<file path="config.mk">
export PLATFORM = sky130hd
export DESIGN_NAME = rst_seq_ctrl_flat
export DESIGN_NICKNAME = d
export VERILOG_FILES = /design/src/rtl/rst_seq_ctrl_if.sv /design/src/rtl/rst_seq_ctrl.sv /design/src/flat_wrapper.sv
export SDC_FILE = /design/constraint.sdc
export NUM_CORES = 1
export LEC_CHECK = 0
export BUFFER_PORTS_ARGS = -buffer_cell sky130_fd_sc_hd__buf_4
export CAP_MARGIN = 20
export CORE_MARGIN = 1
export CORE_UTILIZATION = 40
export CTS_CLUSTER_SIZE = 14
export DETAILED_ROUTE_END_ITERATION = 10
export GPL_TIMING_DRIVEN = 0
export PLACE_DENSITY = 0.57
export SLEW_MARGIN = 40
export SYNTH_ARGS = -nofsm -noshare
export SYNTH_HDL_FRONTEND = slang
export SYNTH_SLANG_ARGS = --single-unit
</file>
<file path="constraint.sdc">
create_clock -name CLK -period 2.85 [get_ports CLK]
set_input_delay 0 -clock CLK [delete_from_list [all_inputs] [get_ports CLK]]
set_output_delay 0 -clock CLK [all_outputs]
set_load 0.005 [all_outputs]
</file>
<file path="src/rtl/rst_seq_ctrl_if.sv">
// Reset sequencer control/status bundle: configuration and request in, domain resets and status out.
// Purely structural; carries no logic, latency or backpressure of its own.
interface rst_seq_ctrl_if #(
  parameter int NUM_DOMAINS = 3,
  parameter int DLY_WIDTH   = 8
);
  localparam int ST_W = $clog2(NUM_DOMAINS);

  logic [DLY_WIDTH-1:0]   CFG_DLY;
  logic                   SW_RST_REQ;
  logic [NUM_DOMAINS-1:0] DOM_RST_N;
  logic [ST_W-1:0]        STAGE;
  logic                   BUSY;
  logic                   DONE;

  modport master (
    output CFG_DLY, SW_RST_REQ,
    input  DOM_RST_N, STAGE, BUSY, DONE
  );

  modport slave (
    input  CFG_DLY, SW_RST_REQ,
    output DOM_RST_N, STAGE, BUSY, DONE
  );
endinterface

</file>
<file path="src/rtl/rst_seq_ctrl.sv">
// Reset sequencer: holds all domain resets HOLD_CYCLES, then releases domains in order CFG_DLY apart.
// All outputs registered; HOLD_CYCLES + NUM_DOMAINS*max(CFG_DLY,1) edges to DONE; no backpressure.
module rst_seq_ctrl #(
  parameter int NUM_DOMAINS = 3,
  parameter int HOLD_CYCLES = 4,
  parameter int DLY_WIDTH   = 8
) (
  input  logic          CLK,
  input  logic          RST,
  rst_seq_ctrl_if.slave bus
);
  localparam int ST_W   = $clog2(NUM_DOMAINS);
  localparam int HOLD_W = (HOLD_CYCLES > 1) ? $clog2(HOLD_CYCLES) : 1;
  localparam int CNT_W  = (DLY_WIDTH > HOLD_W) ? DLY_WIDTH : HOLD_W;

  localparam logic [CNT_W-1:0] HOLD_LAST = CNT_W'(HOLD_CYCLES - 1);
  localparam logic [ST_W-1:0]  IDX_LAST  = ST_W'(NUM_DOMAINS - 1);

  typedef enum logic [1:0] {ASSERT, RELEASE, DONE_ST} state_t;

  state_t                 state,  state_nxt;
  logic [CNT_W-1:0]       cnt,    cnt_nxt;
  logic [ST_W-1:0]        idx,    idx_nxt;
  logic [DLY_WIDTH-1:0]   dly_q,  dly_nxt;
  logic [NUM_DOMAINS-1:0] dom_q,  dom_nxt;

  logic [DLY_WIDTH-1:0]   dly_m1;
  logic [CNT_W-1:0]       dly_last;

  // dly_q is never 0, so the subtraction cannot wrap
  assign dly_m1   = dly_q - DLY_WIDTH'(1);
  assign dly_last = CNT_W'(dly_m1);

  always_ff @(posedge CLK) begin
    if (RST) begin
      state <= ASSERT;
      cnt   <= '0;
      idx   <= '0;
      dly_q <= DLY_WIDTH'(1);
      dom_q <= '0;
    end else begin
      state <= state_nxt;
      cnt   <= cnt_nxt;
      idx   <= idx_nxt;
      dly_q <= dly_nxt;
      dom_q <= dom_nxt;
    end
  end

  always_comb begin
    state_nxt = state;
    cnt_nxt   = cnt;
    idx_nxt   = idx;
    dly_nxt   = dly_q;
    dom_nxt   = dom_q;
    case (state)
      ASSERT: begin
        if (cnt == HOLD_LAST) begin
          state_nxt = RELEASE;
          cnt_nxt   = '0;
          idx_nxt   = '0;
          dom_nxt   = NUM_DOMAINS'(1);
          dly_nxt   = (bus.CFG_DLY == '0) ? DLY_WIDTH'(1) : bus.CFG_DLY;
        end else begin
          cnt_nxt = cnt + CNT_W'(1);
        end
      end
      RELEASE: begin
        if (cnt == dly_last) begin
          cnt_nxt = '0;
          if (idx == IDX_LAST) begin
            state_nxt = DONE_ST;
          end else begin
            // shifting a 1 in keeps the release pattern a thermometer code
            idx_nxt = idx + ST_W'(1);
            dom_nxt = {dom_q[NUM_DOMAINS-2:0], 1'b1};
          end
        end else begin
          cnt_nxt = cnt + CNT_W'(1);
        end
      end
      DONE_ST: begin
        if (bus.SW_RST_REQ) begin
          state_nxt = ASSERT;
          cnt_nxt   = '0;
          idx_nxt   = '0;
          dom_nxt   = '0;
        end
      end
      default: begin
        state_nxt = ASSERT;
        cnt_nxt   = '0;
        idx_nxt   = '0;
        dom_nxt   = '0;
      end
    endcase
  end

  assign bus.DOM_RST_N = dom_q;
  assign bus.STAGE     = idx;
  assign bus.BUSY      = (state != DONE_ST);
  assign bus.DONE      = (state == DONE_ST);
endmodule

</file>
<file path="src/flat_wrapper.sv">
// flat-port wrapper written by rule: the top's interface ports become plain ports
module rst_seq_ctrl_flat 
#(
  parameter int NUM_DOMAINS = 3,
  parameter int HOLD_CYCLES = 4,
  parameter int DLY_WIDTH   = 8
)
  (CLK, RST, bus_CFG_DLY, bus_SW_RST_REQ, bus_DOM_RST_N, bus_STAGE, bus_BUSY, bus_DONE);
  rst_seq_ctrl_if #(.NUM_DOMAINS(NUM_DOMAINS), .DLY_WIDTH(DLY_WIDTH)) bus_i ();
  input  logic CLK;
  input  logic RST;
  input wire logic [$bits(bus_i.CFG_DLY)-1:0] bus_CFG_DLY;
  input wire logic [$bits(bus_i.SW_RST_REQ)-1:0] bus_SW_RST_REQ;
  output wire logic [$bits(bus_i.DOM_RST_N)-1:0] bus_DOM_RST_N;
  output wire logic [$bits(bus_i.STAGE)-1:0] bus_STAGE;
  output wire logic [$bits(bus_i.BUSY)-1:0] bus_BUSY;
  output wire logic [$bits(bus_i.DONE)-1:0] bus_DONE;
  assign bus_i.CFG_DLY = bus_CFG_DLY;
  assign bus_i.SW_RST_REQ = bus_SW_RST_REQ;
  assign bus_DOM_RST_N = bus_i.DOM_RST_N;
  assign bus_STAGE = bus_i.STAGE;
  assign bus_BUSY = bus_i.BUSY;
  assign bus_DONE = bus_i.DONE;
  rst_seq_ctrl #(.NUM_DOMAINS(NUM_DOMAINS), .HOLD_CYCLES(HOLD_CYCLES), .DLY_WIDTH(DLY_WIDTH)) u_core (.CLK(CLK), .RST(RST), .bus(bus_i));
endmodule
</file>
-- After elaboration in Yosys (flattened, before gate mapping)
Cells that the tools add are included.
- register bits after elaboration: 23
- input port bits: 11
- output and inout bits: 7
- reduce and logical (&&, ||, !) cells: 5
- muxes and demuxes: 19
- add/sub/neg operators: 3
- equal/unequal tests: 11
- operator list (kind ; count):
    two-way mux 8 bit ; 4
    one-hot mux 8 bit (3 select lines) ; 1
    two-way mux 2 bit ; 7
    two-way mux 3 bit ; 4
    one-hot mux 2 bit (3 select lines) ; 2
    one-hot mux 3 bit (3 select lines) ; 1
    adder 8 x 1 -> 8 bit (second input constant) ; 1
    == test 8 x 2 -> 1 bit (second input constant) ; 1
    == test 8 bit ; 1
    zero test 8 bit ; 1
    AND reduction 4 bit ; 2
    subtractor 8 x 1 -> 8 bit (second input constant) ; 1
    inequality test 2 x 1 -> 1 bit (second input constant) ; 3
    inequality test 2 bit (second input constant) ; 3
    == test 2 bit (second input constant) ; 2
    adder 2 x 1 -> 2 bit (second input constant) ; 1
    == test 2 x 1 -> 1 bit (second input constant) ; 1
    zero test 2 bit ; 1
    AND reduction 2 bit ; 1

-- Depth between registers and ports, before layout
- depth in word-level cells: 4
- gate-level depth with buffers: 9

-- Least setup slack after synthesis
OpenSTA, ideal clock, no wires.
- path kind: register -> register
- from: register u_core.dly_q[0]
- to: register u_core.idx[0] (netlist: u_core.bus.STAGE[0])
- setup slack: 626 ps
- stages on the path, launching flop included: 10
- clock period less this slack: 2224 ps
- data arrival time: 2104 ps
- path through: dfxtp_1 > inv_1 > ha_1 > or3b_2 > nor3_1 > xnor2_1 > nor4_2 > buf_4 > a211oi_2 > a211o_1
- longest elaborated chain between the ends: 4
- RTL lines (what ; RTL line ; text):
    from (decl) ; rst_seq_ctrl.sv:24 ; logic [DLY_WIDTH-1:0] dly_q, dly_nxt;
    from (signal assigned) ; rst_seq_ctrl.sv:45 ; dly_q <= dly_nxt;
    subtractor 8 x 1 -> 8 bit ; rst_seq_ctrl.sv:31 ; assign dly_m1 = dly_q - DLY_WIDTH'(1);
    == test 8 bit ; rst_seq_ctrl.sv:69 ; if (cnt == dly_last) begin
    inequality test 2 x 1 -> 1 bit (no line) ; - ;
    AND reduction 4 bit (no line) ; - ;
    to (signal assigned) ; rst_seq_ctrl.sv:44 ; idx <= idx_nxt;
    to (decl) ; rst_seq_ctrl.sv:23 ; logic [ST_W-1:0] idx, idx_nxt;
Every way passes these cells.
A chain may end at the register's enable or synchronous reset.

-- Worst setup path in the final report
Same ends and word-level chain as after synthesis.

==> results list <==
- Vias after detailed routing: between 1,000 and 1,500
- The area growth from synthesis to layout is 21.4%.
- Standard-cell row count: 21
- After detailed routing, the average wire length per cell comes to around 13 um.
* Most frequent standard cell in the layout excluding fill and tap cells: sky130_fd_sc_hd__dfxtp_1
- Element type at the critical path start: flip-flop
- Endpoint kind of the worst setup timing path: flip-flop
* Total global routing track utilization: approximately a fifth
* Initial Util: between 40% and 50%
- Setup-failing EPs final: 0
* R2R setup slack: between 200 and 300 ps
- Sum of overflow across all layers after global routing: 0
- The final layout contains between 200 and 250 nets.
* First drt pass iteration count: 4
- Clock skew on the completed layout was measured at about 11 ps.
- Setup repair after global routing missed its margin: false
- Global-route wire length before repair: approximately 5.7 mm
- Max-slew headroom: a little under three fifths
* Sink Count: 23
- Cells traversed along the worst timing path: inv_1, ha_1, or3b_2, nor3_1, xnor2_1, nor4_2, buf_4, a211oi_2, a211o_1
- Endpoint of the lowest-slack register-to-register path: u_core.bus.STAGE[0]
- Number of distinct library cells after synthesis: 44
- At the pin with the least slew margin, the transition time is 643 ps.
- Entering global routing, the biggest net connects 15 pins.
* Final worst path period need: between 2000 and 3000 ps
- After detailed routing, the number of remaining DRC violations is 0.
* Number of post-CTS setup repair buffers: 0
- Die outline height: slightly above 60 um
* Crit Path Max Fanout: 10
* Outcome: finished, final reports clean
- Cells fill roughly half of the core in the end.
- Part of the cycle the worst path needs: between 90% and 100%
- Fraction of final layout cells with drive strength greater than 1: around a fifth
- TritonCTS clock tree: yes
- The total count of hold-check failures in the final report is 0.
- In this run the most critical hold path is launched from RST.
- End of the worst hold path: u_core.bus.DOM_RST_N[0]
- Hold repair after CTS inserted 9 buffers.
- Number of register bits inferred by synthesis: 23
* Slowest stage cell on the critical path: sky130_fd_sc_hd__or3b_2
* DRT Wirelength: approximately 3.3 mm
- For this design the top-level I/O count stands at 18.
- Die Area: between 3000 and 4000 um^2
- Based on the critical path, the design can be clocked at up to roughly 390 MHz.
- Worst-case clock buffer depth: 2
* CTS buffer count: 3
- Once detail routing completed, the nets flagged for antenna violations numbered 0.
* Mapped Nets: between 150 and 200
* Gp weighted congestion: slightly above 0.8
- Die X-Extent: roughly 61 um
* Resize count post-CTS: 0
- The floorplan step defined a core boundary enclosing 3360 um^2.
* Worst hold path type: in -> reg
- The tool flagged a number of max-cap violations equal to 0.
* Synthesized instance count: roughly 170
- Count of input and output buffers: 16
- Static leakage power: about 0.7 nW
* Share of synthesized area occupied by flip-flops and latches: approximately a third
* Clock Latency Late Sink: ~330 ps
- Max-slew violation count: 0
* Max IR drop VDD: approximately 260 uV
* Instance count along the most critical hold path: 2
- Slowest stage delay, CP: 480 ps
- Number of antenna violations at the first check in global routing: 0
- Required time of the worst setup path: 3100 ps
- In this run the power density over the cells is about 600 nW/um^2.
- Setup_tns: 0 ps
* CTS H-Tree Depth: 1
- The tree is rooted in a sky130_fd_sc_hd__clkbuf_4.
* Via count normalized by instance count: approximately 5.3
* Worst Setup Path Type: reg -> reg
- The synthesized netlist occupies a cell area of around 1400 um^2.
- Worst Path Arrival: about 2800 ps
- Average footprint of a synthesized cell: 8.36 um^2
- The worst register-to-register path begins at u_core.dly_q[0].
- Measured in cells, the most critical reg-to-reg path has a length of 9.
- Total inserted antenna cells: 0
- The via count of the first global-routing pass is 1,267.
- HPWL Detailed: about 2.4 mm
* Commonest cells after routing, fill and taps aside: sky130_fd_sc_hd__dfxtp_1 (23), sky130_fd_sc_hd__nor2_1 (20), sky130_fd_sc_hd__nand2_1 (19)
- Syn. warnings: 0
- Clock-pin slew reported for the worst setup and hold paths after clock tree synthesis: 150 ps
- Initial detailed-routing violation count: between 50 and 60
==> layout make-up <==
type	count	area (um^2)
buffer	7	30.0
inverter	7	26.3
tap	46	57.6
fill	345	1650
clock buffer	3	22.5
clock inverter	1	7.51
sequential	23	460
multi-input combinational	132	901
timing repair buffer	25	210
==> layer usage <==
| layer | track usage (%) | routed length [um] | vias up |
|---|---|---|---|
| li1 | - | - | 657 |
| met3 | 2.10 | 59 | 7 |
| met2 | 34.0 | 1490 | 17 |
| met4 | 8.89 | 77 | 0 |
| met5 | 0 | 0 | - |
| met1 | 27.1 | 1650 | 607 |
==> worst max path at each step <==
stage               startpoint             endpoint  slack [ps]
2_1_floorplan  u_core.dly_q[0]  u_core.bus.STAGE[0]         630
3_3_place_gp   u_core.dly_q[0]  u_core.bus.STAGE[0]         420
3_5_place_dp   u_core.dly_q[0]  u_core.bus.STAGE[0]         350
4_1_cts        u_core.dly_q[0]  u_core.bus.STAGE[0]         320
5_1_grt        u_core.dly_q[0]        u_core.cnt[7]         130
6_report       u_core.dly_q[0]  u_core.bus.STAGE[0]         260
==> worst max-delay path, delay by kind of cell, from the launching register on <==
kind	cells	cell delay, ps
XOR/XNOR	1	140
flip-flops	1	380
AND/OR/NAND/NOR	3	1100
AO/OA/AOI/OAI	2	330
adder cells (fa/ha/maj)	1	210
buffers and inverters	2	320
==> synth_stat cells (all sizes together) <==
cell type	instances	area share, %
a2111oi	2	3.0
a211o	2	1.3
a211oi	2	1.4
a21oi	1	0.35
a22oi	2	1.1
a31o	1	0.62
a31oi	3	1.3
and2	2	0.89
and3	2	0.89
buf	1	0.53
clkbuf	6	1.6
dfxtp	23	33
ha	3	2.7
inv	7	1.9
mux2i	7	5.0
nand2	19	5.0
nand2b	3	1.3
nand3	7	2.5
nand3b	5	2.7
nor2	20	5.3
nor2b	4	1.8
nor3	5	2.1
nor4	5	3.5
nor4b	1	1.1
o211a	1	0.71
o211ai	2	1.1
o21a	1	0.53
o21ai	9	3.2
o21ba	1	0.71
o21bai	1	0.53
o221a	1	0.80
o22ai	3	1.3
o311a	1	0.71
or2	1	0.44
or3b	2	1.2
or4	1	0.80
or4b	1	0.71
xnor2	7	4.3
xor2	4	2.5
==> sequential cells by signal, indices dropped and copies added (netlist names) <==
signal / cells
u_core.dly_q: 8
u_core.bus.STAGE: 2
u_core.cnt: 8
u_core.state: 2
u_core.bus.DOM_RST_N: 3
==> logic make-up (layout without fill, tap and decap cells) <==
| group | count (synthesis) | count (layout) | share of synthesized area [%] |
|---|---|---|---|
| flops | 23 | 23 | 32.6 |
| mux | 7 | 7 | 4.96 |
| simple gates | 78 | 78 | 30.3 |
| buf+inv | 14 | 43 | 3.99 |
| compound gates | 33 | 33 | 18.7 |
| xor+xnor | 11 | 11 | 6.82 |
| fa+ha+maj | 3 | 3 | 2.66 |
==> per-stage QoR <==
| step | hold slack (ps) | std cells | total power, mW | cell area [um^2] | setup slack, ps |
|---|---|---|---|---|---|
| 4_1_cts | 40.8 | 244 | 1.02 | 1720 | 324 |
| 2_1_floorplan | 144 | 169 | 0.739 | 1410 | 626 |
| 3_5_place_dp | 255 | 231 | 0.848 | 1600 | 351 |
| 5_1_grt | 48.5 | 244 | 1.10 | 1720 | 131 |
| 6_report | 37.5 | 244 | 1.03 | 1720 | 263 |
| 3_3_place_gp | 242 | 231 | 0.829 | 1590 | 421 |
==> power by group <==
part           internal [mW]  total [mW]  leakage [nW]  switching [mW]
logic                  0.207       0.452         0.500           0.245
clock network         0.0538       0.169        0.0139           0.115
registers              0.361       0.407         0.186          0.0455
Note: power is estimated with default switching activity, not from simulation.
